`src/rtl/pwm_ctrl_pkg.sv`:
```
// Shared definitions for the pwm8 control slice: FSM encodings and PWM period geometry.
package pwm_ctrl_pkg;

    typedef enum logic [1:0] {
        ST_IDLE  = 2'b00,
        ST_RAMP  = 2'b01,
        ST_FAULT = 2'b10
    } state_t;

    localparam logic [7:0] PWM_MAX    = 8'hFF;
    localparam int         PWM_PERIOD = 256;
    localparam int         CNT_W      = $clog2(PWM_PERIOD);

endpackage

```
`src/rtl/pwm_period_cnt.sv`:
```
// Free-running PWM period counter with end-of-period decode; shared with pwm8 so both stay in lockstep.
module pwm_period_cnt
    import pwm_ctrl_pkg::*;
(
    input  logic             clk,
    input  logic             rst_n,
    output logic [CNT_W-1:0] cntr,
    output logic             period_end
);

    always_ff @(posedge clk or negedge rst_n) begin
        if (!rst_n) begin
            cntr <= '0;
        end else begin
            cntr <= cntr + 1'b1;
        end
    end

    assign period_end = (cntr == PWM_MAX);

endmodule

```
`src/rtl/pwm_ramp_ctrl.sv`:
```
// Soft-start duty scheduler: slews duty toward a commanded target on PWM period boundaries,
// with an emergency stop that forces duty to zero immediately.
module pwm_ramp_ctrl
    import pwm_ctrl_pkg::*;
#(
    parameter int STEP_W           = 4,
    parameter int PERIODS_PER_STEP = 1
) (
    input  logic              clk,
    input  logic              rst_n,
    input  logic              cmd_valid,
    output logic              cmd_ready,
    input  logic [7:0]        cmd_target,
    input  logic [STEP_W-1:0] cmd_step,
    input  logic              estop,
    output logic [7:0]        duty,
    output logic              period_end,
    output logic              busy,
    output logic              at_target,
    output logic              fault
);

    localparam logic [7:0] PPS_LAST = 8'(PERIODS_PER_STEP - 1);

    state_t            state;
    logic [7:0]        target;
    logic [STEP_W-1:0] step;
    logic [7:0]        prescale;
    logic [7:0]        next_duty;
    logic              accept;
    logic [CNT_W-1:0]  cntr_unused;

    // Saturating move toward tgt by at most stp; the 9-bit signed difference cannot wrap.
    function automatic logic [7:0] step_toward(input logic [7:0] cur, input logic [7:0] tgt,
                                               input logic [STEP_W-1:0] stp);
        logic signed [8:0] diff;
        logic signed [8:0] mag;
        logic signed [8:0] inc;
        diff = $signed({1'b0, tgt}) - $signed({1'b0, cur});
        mag  = diff[8] ? -diff : diff;
        inc  = $signed({{(9-STEP_W){1'b0}}, stp});
        if (mag <= inc)
            step_toward = tgt;
        else if (!diff[8])
            step_toward = cur + inc[7:0];
        else
            step_toward = cur - inc[7:0];
    endfunction

    pwm_period_cnt u_period_cnt (
        .clk        (clk),
        .rst_n      (rst_n),
        .cntr       (cntr_unused),
        .period_end (period_end)
    );

    assign accept    = cmd_valid & cmd_ready;
    assign next_duty = step_toward(duty, target, step);

    always_ff @(posedge clk or negedge rst_n) begin
        if (!rst_n) begin
            state     <= ST_IDLE;
            duty      <= '0;
            target    <= '0;
            step      <= STEP_W'(1);
            prescale  <= '0;
            cmd_ready <= 1'b1;
            busy      <= 1'b0;
            at_target <= 1'b1;
            fault     <= 1'b0;
        end else if (estop) begin
            state     <= ST_FAULT;
            duty      <= '0;
            target    <= '0;
            prescale  <= '0;
            cmd_ready <= 1'b0;
            busy      <= 1'b0;
            at_target <= 1'b0;
            fault     <= 1'b1;
        end else begin
            case (state)
                ST_IDLE: begin
                    if (accept) begin
                        target   <= cmd_target;
                        step     <= (cmd_step == '0) ? STEP_W'(1) : cmd_step;
                        prescale <= '0;
                        if (cmd_target != duty) begin
                            state     <= ST_RAMP;
                            busy      <= 1'b1;
                            at_target <= 1'b0;
                        end
                    end
                end
                ST_RAMP: begin
                    // A fresh command takes precedence over a step due on the same edge.
                    if (accept) begin
                        target   <= cmd_target;
                        step     <= (cmd_step == '0) ? STEP_W'(1) : cmd_step;
                        prescale <= '0;
                        if (cmd_target == duty) begin
                            state     <= ST_IDLE;
                            busy      <= 1'b0;
                            at_target <= 1'b1;
                        end
                    end else if (period_end) begin
                        if (prescale == PPS_LAST) begin
                            prescale <= '0;
                            duty     <= next_duty;
                            if (next_duty == target) begin
                                state     <= ST_IDLE;
                                busy      <= 1'b0;
                                at_target <= 1'b1;
                            end
                        end else begin
                            prescale <= prescale + 1'b1;
                        end
                    end
                end
                ST_FAULT: begin
                    state     <= ST_IDLE;
                    cmd_ready <= 1'b1;
                    at_target <= 1'b1;
                    fault     <= 1'b0;
                end
                default: begin
                    state <= ST_IDLE;
                end
            endcase
        end
    end

endmodule

```
`config.mk`:
```
export PLATFORM = sky130hd
export DESIGN_NAME = pwm_ramp_ctrl
export DESIGN_NICKNAME = d
export VERILOG_FILES = /design/src/rtl/pwm_ctrl_pkg.sv /design/src/rtl/pwm_period_cnt.sv /design/src/rtl/pwm_ramp_ctrl.sv
export SDC_FILE = /design/constraint.sdc
export NUM_CORES = 1
export LEC_CHECK = 0
export ABC_AREA = 1
export CELL_PAD_IN_SITES_DETAIL_PLACEMENT = 2
export CELL_PAD_IN_SITES_GLOBAL_PLACEMENT = 2
export CORE_MARGIN = 8
export CORE_UTILIZATION = 36
export DETAILED_ROUTE_END_ITERATION = 10
export GPL_TIMING_DRIVEN = 0
export PLACE_DENSITY = 0.83
export SYNTH_ARGS = -nofsm -noshare
export SYNTH_HDL_FRONTEND = slang
export SYNTH_SLANG_ARGS = --single-unit
```
`constraint.sdc`:
```
create_clock -name clk -period 9.3 [get_ports clk]
set_clock_uncertainty 0.05 [all_clocks]
set_input_delay 1.395 -clock clk [delete_from_list [all_inputs] [get_ports clk]]
set_output_delay 1.395 -clock clk [all_outputs]
set_load 0.01 [all_outputs]
```
# Yosys cells after proc, flatten, opt, wreduce, memory -nomap -nowiden
# Index checks and enable logic that the tools add are counted.
[op_classes] n_addsub=6 n_lt_le_gt_ge=1 eq_ne=13 mux=49 bitwise_logic=2 n_reduce_logical=19
[op_table] operator="$mux 8" count=15
[op_table] operator="$mux 1" count=20
[op_table] operator="$add 8x1->8 const B" count=2
[op_table] operator="$eq 8x8->1" count=2
[op_table] operator="$mux 2" count=8
[op_table] operator="$ne 4x4->1 const B" count=4
[op_table] operator="$pmux 8 s2" count=1
[op_table] operator="$reduce_and 7->1" count=2
[op_table] operator="$reduce_bool 2->1" count=6
[op_table] operator="$le 9x5->1" count=1
[op_table] operator="$mux 9" count=1
[op_table] operator="$neg 9->9" count=1
[op_table] operator="$sub 8x8->9" count=1
[op_table] operator="$add 8x4->8" count=1
[op_table] operator="$eq 8x8->1 const B" count=1
[op_table] operator="$logic_not 8->1" count=1
[op_table] operator="$ne 8x8->1" count=1
[op_table] operator="$sub 8x4->8" count=1
[op_table] operator="$ne 3x3->1 const B" count=2
[op_table] operator="$reduce_and 3->1" count=2
[op_table] operator="$reduce_and 6->1" count=1
[op_table] operator="$logic_not 4->1" count=1
[op_table] operator="$mux 4" count=1
[op_table] operator="$pmux 2 s2" count=1
[op_table] operator="other kinds (13)" count=13
[word_totals] register_bits=42 inputBits=16 output_inout_bits=13

# Logic depth before layout (Yosys ltp)
# Gate-level depths: netlist of the first run.
[depth] depth_word=12 depth_mapped=30 mapped_depth_nobuf=29

# Hierarchy
# Synthesis of the first run repeated with hierarchy kept, for this count alone.
[unflattened] cells_unflattened=497 area_unflattened_um2=3482.1
[modules_own_cells] module="pwm_ramp_ctrl" n_inst=1 cells_each=459 area_each_um2=3131.8
[modules_own_cells] module="pwm_period_cnt" n_inst=1 cells_each=38 area_each_um2=350.3

# Worst setup path before layout of the first run
# No wires, ideal clock.
[synth_path] kind="register -> register" startpoint="register duty[3]" endpoint="register state[0]" setup_ns=0.118 arrival_ns=3.493 t_required_ns=9.132 slack_ns=5.638 stages_incl_launch_ff=26 synth_period_minus_slack_ns=3.662 path_cell_list="dfrtp_1 -> inv_1 -> ha_1 -> a21oi_2 -> nand2_2 -> a21oi_4 -> inv_4 -> o21ai_0 -> inv_1 -> ha_1 -> nand2_1 -> o21ai_0 -> a21oi_1 -> o21ai_0 -> xor2_1 -> inv_1 -> nand3_1 -> nand2_1 -> inv_1 -> nand2_1 -> nor2_1 -> nand2_1 -> nand2_2 -> nand3_1 -> nand2_1 -> nand2_1"
[synth_via] elab_chain_cells=8
[synth_rtl] element="from (decl)" line_no="pwm_ramp_ctrl.sv:16" text="output logic [7:0] duty,"
[synth_rtl] element="from (signal assigned)" line_no="pwm_ramp_ctrl.sv:108" text="duty <= next_duty;"
[synth_rtl] element="$sub 8x8->9" line_no="pwm_ramp_ctrl.sv:39" text="diff = $signed({1'b0, tgt}) - $signed({1'b0, cur});"
[synth_rtl] element="$neg 9->9" line_no="pwm_ramp_ctrl.sv:40" text="mag = diff[8] ? -diff : diff;"
[synth_rtl] element="$mux 9" line_no="pwm_ramp_ctrl.sv:40"
[synth_rtl] element="$le 9x5->1" line_no="pwm_ramp_ctrl.sv:42" text="if (mag <= inc)"
[synth_rtl] element="$mux 8" line_no="pwm_ramp_ctrl.sv:42"
[synth_rtl] element="$eq 8x8->1" line_no="pwm_ramp_ctrl.sv:109" text="if (next_duty == target) begin"
[synth_rtl] element="$ne 4x4->1 (no line)"
[synth_rtl] element="$reduce_and 6->1 (no line) (*)"
[synth_rtl] element="to (signal assigned)" line_no="pwm_ramp_ctrl.sv:110" text="state <= ST_IDLE;"
[synth_rtl] element="to (signal assigned)" line_no="pwm_ramp_ctrl.sv:120" text="state <= ST_IDLE;"
[synth_rtl] element="to (signal assigned)" line_no="pwm_ramp_ctrl.sv:126" text="state <= ST_IDLE;"
[synth_rtl] element="to (decl)" line_no="pwm_ramp_ctrl.sv:25" text="state_t state;"
# Mark *: on every way between the ends. The rest lies on a longest branch, timed or not.
# A chain may end at the register's enable or synchronous reset.

# Worst setup path in the final report of the first run
[layout_path] startpoint="register target[0]" endpoint="register state[1]"
[layout_via] elab_chain_cells=8
[layout_rtl] element="from (decl)" line_no="pwm_ramp_ctrl.sv:26" text="logic [7:0] target;"
[layout_rtl] element="from (signal assigned)" line_no="pwm_ramp_ctrl.sv:84" text="target <= cmd_target;"
[layout_rtl] element="from (signal assigned)" line_no="pwm_ramp_ctrl.sv:97" text="target <= cmd_target;"
[layout_rtl] element="$sub 8x8->9" line_no="pwm_ramp_ctrl.sv:39"
[layout_rtl] element="$neg 9->9" line_no="pwm_ramp_ctrl.sv:40"
[layout_rtl] element="$mux 9" line_no="pwm_ramp_ctrl.sv:40"
[layout_rtl] element="$le 9x5->1" line_no="pwm_ramp_ctrl.sv:42"
[layout_rtl] element="$mux 8" line_no="pwm_ramp_ctrl.sv:42"
[layout_rtl] element="$eq 8x8->1 (*)" line_no="pwm_ramp_ctrl.sv:109"
[layout_rtl] element="$ne 4x4->1 (no line) (*)"
[layout_rtl] element="$reduce_and 6->1 (no line) (*)"
# Marked as above.

==> load_flow_metrics.sql, run 1 <==
INSERT INTO impl_metrics (metric_group, metric, value, unit) VALUES
('status', 'outcome', 'finished clean', ''),
('placement', 'gpl.final_weighted_congestion', '0.810', ''),
('worst_setup_path', 'worst_r2r_path_depth', '27', ''),
('placement', 'placed_area', '3890', 'um2'),
('floorplanning', 'placement_rows', '35', ''),
('final_layout', 'layout.cells.non_filler', '660', ''),
('yosys', 'post_synth_edffs', '0', ''),
('worst_setup_path', 'r2r_slack', '4650', 'ps'),
('grt', 'global_route.peak_usage_layer', 'met2', ''),
('yosys', 'synth.avg_cell_area', '6.95', 'um2'),
('worst_setup_path', 'r2r_start', 'target[0]$_DFFE_PN0P_', ''),
('worst_setup_path', 'timing.critical_path.from_type', 'flip-flop', ''),
('timing', 'setup_tns', '0', 'ps'),
('timing', 'setup_slack', '4650', 'ps'),
('hold_path', 'holdCritPathClass', 'flip-flop to flip-flop', ''),
('placement', 'pre_cts_ws', '4730', 'ps'),
('floorplanning', 'fp.dieW', '114', 'um'),
('floorplanning', 'core', '9240', 'um2'),
('timing', 'hold_viol', '0', ''),
('route', 'drt-total-wl', '11200', 'um'),
('floorplanning', 'floorplan.io_pins', '29', ''),
('hold_path', 'worstHoldStart', 'u_period_cnt.cntr[0]$_DFF_PN0_', ''),
('yosys', 'seq_area_frac_synth', '0.306', ''),
('grt', 'grt_use_met2', '0.348', ''),
('route', 'vias', '3356', ''),
('final_layout', 'antenna-diode-count', '0', ''),
('final_layout', 'area_growth_syn_to_layout', '15.6', '%'),
('run', 'drv.max_cap_violation_count', '0', ''),
('cts', 'cts_max_path_buffers', '2', ''),
('yosys', 'post_synth_inst_count', '495', ''),
('power_and_ir_drop', 'ir_drop', '0.0848', 'mV'),
('route', 'drt.antenna.violating_nets', '0', ''),
('cts', 'cts_root_buffer', 'clkbuf_8', ''),
('worst_setup_path', 'timing.rr.end', 'state[1]$_DFFE_PN0P_', ''),
('yosys', 'synth.top_cell.area_share', '0.284', ''),
('yosys', 'synth.cell_area', '3440', 'um2'),
('cts', 'post_cts_hold_buffer_count', '0', ''),
('worst_setup_path', 'critPathMostFrequentCell', 'nand2_1', ''),
('cts', 'cts_tree', 'yes', ''),
('timing', 'post-route-min-period', '4650', 'ps'),
('grt', 'tot_gr_track_use', '0.182', ''),
('timing', 'fmaxAchievable', '0.215', 'GHz'),
('route', 'average_detailed_routed_wire_length_per_instance', '16.9', 'um'),
('cts', 'post_cts_resize_count', '0', ''),
('timing', 'final-setup-viol-count', '0', ''),
('grt', 'antenna_found_initial', '0', ''),
('power_and_ir_drop', 'leakagePower', '0.00209', 'uW'),
('yosys', 'syn-num-nets', '541', ''),
('timing', 'slew_viol_final', '0', ''),
('worst_setup_path', 'slowest_stage', 'dfrtp_1', ''),
('yosys', 'synth_top_cells_by_area', 'dfrtp_1, nand2_1, ha_1', ''),
('cts', 'cts.repair_timing.setup_buffer_count', '0', ''),
('timing', 'finalCritPeriodShare', '0.500', ''),
('grt', 'grt.met3_usage', '0.0254', ''),
('timing', 'slew_headroom', '0.370', ''),
('placement', 'number_of_cells_after_detailed_placement', '652', ''),
('floorplanning', 'die-area', '12900', 'um2'),
('placement', 'dpl.hpwl', '9100', 'um'),
('worst_setup_path', 'critical_path_sink_type', 'flip-flop', ''),
('route', 'detail_route.iter0.violations', '83', ''),
('timing', 'transition_time_at_the_pin_with_the_least_slew_margin', '945', 'ps'),
('route', 'remaining_drc_errors', '0', ''),
('worst_setup_path', 'critPathRequiredTime', '9440', 'ps'),
('yosys', 'synth-async-reset-ratio', '1.00', ''),
('yosys', 'ys_warn_count', '0', ''),
('yosys', 'synth.ff_latch_count', '42', ''),
('worst_setup_path', 'slowest_delay', '380', 'ps'),
('hold_path', 'hold-path-endpoint', 'u_period_cnt.cntr[0]$_DFF_PN0_', ''),
('cts', 'cts_sinks', '42', ''),
('grt', 'grt_overflow', '0', ''),
('hold_path', 'hold_depth', '1', '');
==> cells in the mapped netlist, drive strengths merged, types with 2 or more instances <==
cell and count:
xor2 15, or2 2, a21oi 21, o21ai 41
xnor2 4, dfrtp 39, nor3 8, clkbuf 3
a31oi 4, dfstp 3, fa 2, nand3b 5
o22ai 5, nand4 7, nor2 31, inv 93
nand3 38, ha 28, nand2 143
==> cell type report <==
| class | instances | area, um2 | share of cell area |
|---|---|---|---|
| multi-input combinational | 355 | 2010 | 0.505 |
| sequential | 42 | 1050 | 0.265 |
| inverter | 94 | 355 | 0.0893 |
| timing repair buffer | 28 | 285 | 0.0717 |
| tap | 129 | 161 | 0.0406 |
| clock buffer | 5 | 68.8 | 0.0173 |
| buffer | 4 | 22.5 | 0.00566 |
| clock inverter | 3 | 21.3 | 0.00535 |
==> metal layers <==
metal  vias to the layer above  routed length, um
met1                      1667               4690
met4                         0                326
met2                        35               5920
met5                         -                  0
met3                        20                234
li1                       1634                  -
==> worst max path at each step <==
stage	startpoint	to	slack (ps)	cells after the start
floorplan	duty[3]$_DFFE_PN0P_	state[0]$_DFFE_PN0P_	5640	25
global placement	duty[3]$_DFFE_PN0P_	state[0]$_DFFE_PN0P_	4850	25
detailed placement	duty[3]$_DFFE_PN0P_	state[1]$_DFFE_PN0P_	4730	25
CTS	target[0]$_DFFE_PN0P_	state[1]$_DFFE_PN0P_	4600	27
global route	target[0]$_DFFE_PN0P_	state[1]$_DFFE_PN0P_	4180	27
finish	target[0]$_DFFE_PN0P_	state[1]$_DFFE_PN0P_	4650	27
==> worst max-delay path, delay by kind of cell, from the launching register on <==
family,cells,cell delay (ps)
AOI/OAI and AO/OA,5,1440
xor gates and xnor gates,1,270
adders and majority gates,3,760
buffers and inverters,6,530
DFF,1,380
and+or+nand+nor,12,1100
==> logic make-up after synthesis <==
kind of cell | synth area share
AND/OR/NAND/NOR | 0.306
buffers and inverters | 0.110
AO/OA/AOI/OAI | 0.116
flip-flops | 0.306
adder cells (fa/ha/maj) | 0.113
XOR/XNOR | 0.0483
==> report_power, final <==
part | leakage, uW | switching, uW | internal, uW
clock network | 0.0000441 | 73.2 | 52.9
logic | 0.00149 | 384 | 194
registers | 0.000549 | 13.4 | 199
==> registers in the layout (all words and copies together) (netlist names) <==
register / cells
at_target: 1
busy: 1
cmd_ready: 1
duty: 8
fault: 1
prescale: 8
state: 2
step: 4
target: 8
u_period_cnt.cntr: 8
==> through the flow <==
stage,hold slack [ps],power [uW]
after CTS,416,931
after global routing,448,1010
final,408,917
after floorplan,371,618
after detailed placement,400,786
after global placement,394,748
==> placed cells by master (no fill, tap or decap), types with 2 or more instances in the layout <==
cell             Yosys  layout
nor2_1              29      29
nand3b_1             5       5
clkbuf_8             0       5
or2_1                2       2
xor2_1              15      15
nand2_1            137     137
dfrtp_1             39      39
nor3_1               8       8
a31oi_1              4       4
clkbuf_1             3       3
nand3_2              9       9
a21oi_1             18      18
nand3_1             29      29
xnor2_1              4       4
clkdlybuf4s50_1      0      26
nand4_1              7       7
ha_1                28      28
o22ai_1              5       5
fa_1                 2       2
inv_1               91      91
dfstp_2              3       3
nand2_2              5       5
o21ai_0             41      41
a21oi_4              2       2
Power figures use the tool's default switching activity.
==> run 2: changes to the inputs <==
- CORE_UTILIZATION: 36 -> 30
- PLACE_DENSITY: 0.83 -> 0.74
- clock period: 9.3 -> 4.04 ns (I/O delays scaled with it)
==> run 2 against run 1 <==
  * Utilization shrank 4.1 points
  * Maximum frequency is 19% higher
  * First-iteration DRC count is 11% lower
  * Design area is 11% higher
  * Global-route usage decreased by 2.7 points
  * Flip-flop and latch count is the same
  * Sequential share of layout area decreased by 2.4 points
  * Routed wire length grew 6.2%
  * Worst setup slack got worse by 4500 ps
  * Register-to-register slack got worse by 4500 ps
  * Critical path type unchanged
  * Largest cell class unchanged
==> load_flow_metrics.sql, run 2 (synthesis gave the netlist of run 1 again) <==
INSERT INTO impl_metrics (metric_group, metric, value, unit) VALUES
('grt', 'global_route.peak_usage_layer', 'met2', ''),
('grt', 'grt_pass1_wl', '18600', 'um'),
('timing', 'setup_slack', '139', 'ps'),
('power_and_ir_drop', 'power.density_cell_area', '564', 'nW/um2'),
('timing', 'setup_tns', '0', 'ps'),
('cts', 'ctsHtreeMaxLevel', '2', ''),
('route', 'drt-total-wl', '11900', 'um'),
('worst_setup_path', 'critical_path_cell_count', '24', ''),
('timing', 'slew_headroom', '0.457', ''),
('grt', 'grt_max_degree', '29', ''),
('cts', 'cts_root_buffer', 'clkbuf_16', ''),
('worst_setup_path', 'cp_num_buf_inv', '2', ''),
('route', 'firstDrtPassIters', '4', ''),
('floorplanning', 'fp.dieW', '123', 'um'),
('cts', 'cts_tree', 'yes', ''),
('floorplanning', 'placement_rows', '39', ''),
('worst_setup_path', 'timing.critical_path.max_delay_family', 'simple AND/OR/NAND/NOR gates', ''),
('grt', 'grt_pass1_vias', '3736', ''),
('grt', 'tot_gr_track_use', '0.156', ''),
('worst_setup_path', 'criticalPathCategory', 'flip-flop to flip-flop', ''),
('floorplanning', 'core', '11300', 'um2'),
('placement', 'portBuffers', '27', ''),
('floorplanning', 'floorplan.io_pins', '29', ''),
('final_layout', 'stdcell_area', '4410', 'um2'),
('run', 'drv.max_cap_violation_count', '0', ''),
('final_layout', 'layout_commonest_cell', 'nand2_1', ''),
('grt', 'use_met1', '0.174', ''),
('final_layout', 'antenna-diode-count', '0', ''),
('placement', 'dpl.hpwl', '9090', 'um'),
('final_layout', 'area_growth_syn_to_layout', '28.2', '%'),
('timing', 'finalCritPeriodShare', '0.966', ''),
('route', 'drt.antenna.violating_nets', '0', ''),
('worst_setup_path', 'slowest_delay', '410', 'ps'),
('worst_setup_path', 'worst_r2r_path_depth', '24', ''),
('timing', 'post-route-min-period', '3900', 'ps'),
('worst_setup_path', 'timing.critical_path.from_type', 'flip-flop', ''),
('cts', 'worstSkewPairLatency', '290', 'ps'),
('timing', 'hold_viol', '0', ''),
('placement', 'placed_area', '3910', 'um2'),
('route', 'vias', '3411', ''),
('status', 'outcome', 'finished clean', ''),
('final_layout', 'final_cell_mix', 'nand2_1, inv_1, o21ai_0', ''),
('route', 'detail_route.iter0.violations', '74', ''),
('grt', 'antenna_found_initial', '0', ''),
('final_layout', 'fillers', '1332', ''),
('cts', 'tritoncts.num_buffers', '5', ''),
('hold_path', 'holdCritPathClass', 'input port to async pin', ''),
('worst_setup_path', 'worst-endpoint-arrival', '4030', 'ps'),
('final_layout', 'finalNetCount', '600', ''),
('cts', 'worst_setup_hold_path_clk_slew', '70', 'ps'),
('final_layout', 'area.sequential', '1060', 'um2'),
('cts', 'post_cts_hold_buffer_count', '0', ''),
('route', 'average_detailed_routed_wire_length_per_instance', '17.0', 'um'),
('grt', 'grt.met3_usage', '0.0178', ''),
('timing', 'fmaxAchievable', '0.256', 'GHz'),
('worst_setup_path', 'crit_path_max_fanout', '5', ''),
('worst_setup_path', 'cell_breakdown_of_the_critical_path', 'ha_4, fa_2, inv_2, nand3_4, nand2_4, a21oi_4, buf_4, o21ai_0, ha_1, a21oi_1, o21ai_1, nand2_1, nand2_1, a21oi_1, xor2_1, o21ai_0, nand2_1, nand2_1, nor2_1, nand2_1, nand2_2, nand3_2, nand2_1, nand2_1', ''),
('cts', 'cts_sinks', '42', ''),
('placement', 'pre_cts_ws', '-456', 'ps'),
('power_and_ir_drop', 'ir_drop', '0.267', 'mV'),
('final_layout', 'multi_input_area', '2140', 'um2'),
('grt', 'grt_use_met2', '0.304', ''),
('floorplanning', 'floorplan.initialDensity', '0.304', ''),
('grt', 'grt_overflow', '0', ''),
('power_and_ir_drop', 'leakagePower', '0.00228', 'uW'),
('placement', 'gpl.final_weighted_congestion', '0.793', ''),
('timing', 'final-setup-viol-count', '0', ''),
('worst_setup_path', 'critPathMostFrequentCell', 'nand2_1', ''),
('timing', 'slew_viol_final', '0', ''),
('floorplanning', 'die_h', '123', 'um'),
('route', 'vias_per_instance', '4.89', ''),
('final_layout', 'final_layout_size_suffix_gt1_frac', '0.157', ''),
('route', 'remaining_drc_errors', '0', ''),
('worst_setup_path', 'slowest_stage', 'dfrtp_1', ''),
('worst_setup_path', 'r2r_slack', '140', 'ps'),
('worst_setup_path', 'critical_path_sink_type', 'flip-flop', ''),
('floorplanning', 'die-area', '15200', 'um2'),
('cts', 'cts_max_path_buffers', '2', ''),
('timing', 'transition_time_at_the_pin_with_the_least_slew_margin', '815', 'ps'),
('worst_setup_path', 'critPathRequiredTime', '4170', 'ps');
==> run 2: cell types whose count changed in the layout (fill, tap and decap cells not counted), moves of 5 or more <==
cell | previous run | this run
buf_4 | 0 | 22
dfrtp_1 | 39 | 33
dfrtp_2 | 0 | 6
clkbuf_8 | 5 | 0
ha_1 | 28 | 21
o21ai_0 | 41 | 36
clkbuf_16 | 0 | 5
ha_4 | 0 | 5
==> run 2: through the flow <==
stage / instances / total power, uW / util / hold slack (ps)
after floorplan: 495 / 1420 / - / 260
after global placement: 665 / 1710 / 0.344 / 391
after detailed placement: 666 / 1800 / 0.345 / 402
after CTS: 679 / 2360 / 0.365 / 185
after global routing: 698 / 2670 / 0.390 / 215
final: 698 / 2490 / 0.390 / 173
==> run 2: area by class of cell <==
| cell class | count | area share |
|---|---|---|
| Multi-Input combinational cell | 355 | 0.485 |
| Clock inverter | 3 | 0.00907 |
| Buffer | 4 | 0.00709 |
| Sequential cell | 42 | 0.241 |
| Tap cell | 143 | 0.0405 |
| Clock buffer | 5 | 0.0284 |
| Timing Repair Buffer | 52 | 0.107 |
| Inverter | 94 | 0.0817 |
==> run 2: path summary, 6_finish.rpt <==
kind	from	end
worst max-delay path	duty[0]$_DFFE_PN0P_	state[1]$_DFFE_PN0P_
max in group asynchronous	rst_n	step[0]$_DFFE_PN1P_
worst min-delay path	rst_n	target[6]$_DFFE_PN0P_
worst max register to register	duty[0]$_DFFE_PN0P_	state[1]$_DFFE_PN0P_
worst min register to register	u_period_cnt.cntr[0]$_DFF_PN0_	u_period_cnt.cntr[0]$_DFF_PN0_
min in group clk	u_period_cnt.cntr[0]$_DFF_PN0_	u_period_cnt.cntr[0]$_DFF_PN0_
==> run 2: report_power, final <==
part	switching [uW]	internal, uW
Sequential	31.1	459
Clock	182	290
Combinational	964	565
Total	1180	1310
==> run 2: per-layer routing <==
metal	vias up	wire length, um
li1	1681	-
met5	-	0
met4	0	180
met2	14	6580
met1	1705	4970
met3	11	137
==> run 2: worst reg2reg max path, cell delays in order (launching register included) <==
cell	delay (ps)
dfrtp_1	410
ha_4	180
fa_2	380
inv_2	100
nand3_4	80
nand2_4	80
a21oi_4	70
buf_4	170
o21ai_0	260
ha_1	350
a21oi_1	190
o21ai_1	150
nand2_1	90
nand2_1	60
a21oi_1	150
xor2_1	190
o21ai_0	120
nand2_1	70
nand2_1	100
nor2_1	120
nand2_1	90
nand2_2	120
nand3_2	100
nand2_1	70
nand2_1	50
==> run 2: timing repair <==
| item | CTS | global route |
|---|---|---|
| resized for setup | 12 | 32 |
| buffers inserted | 5 | 19 |
| endpoints found under the setup margin | 10 | 10 |
| gates cloned | 0 | 0 |
| pin swaps | 2 | 14 |
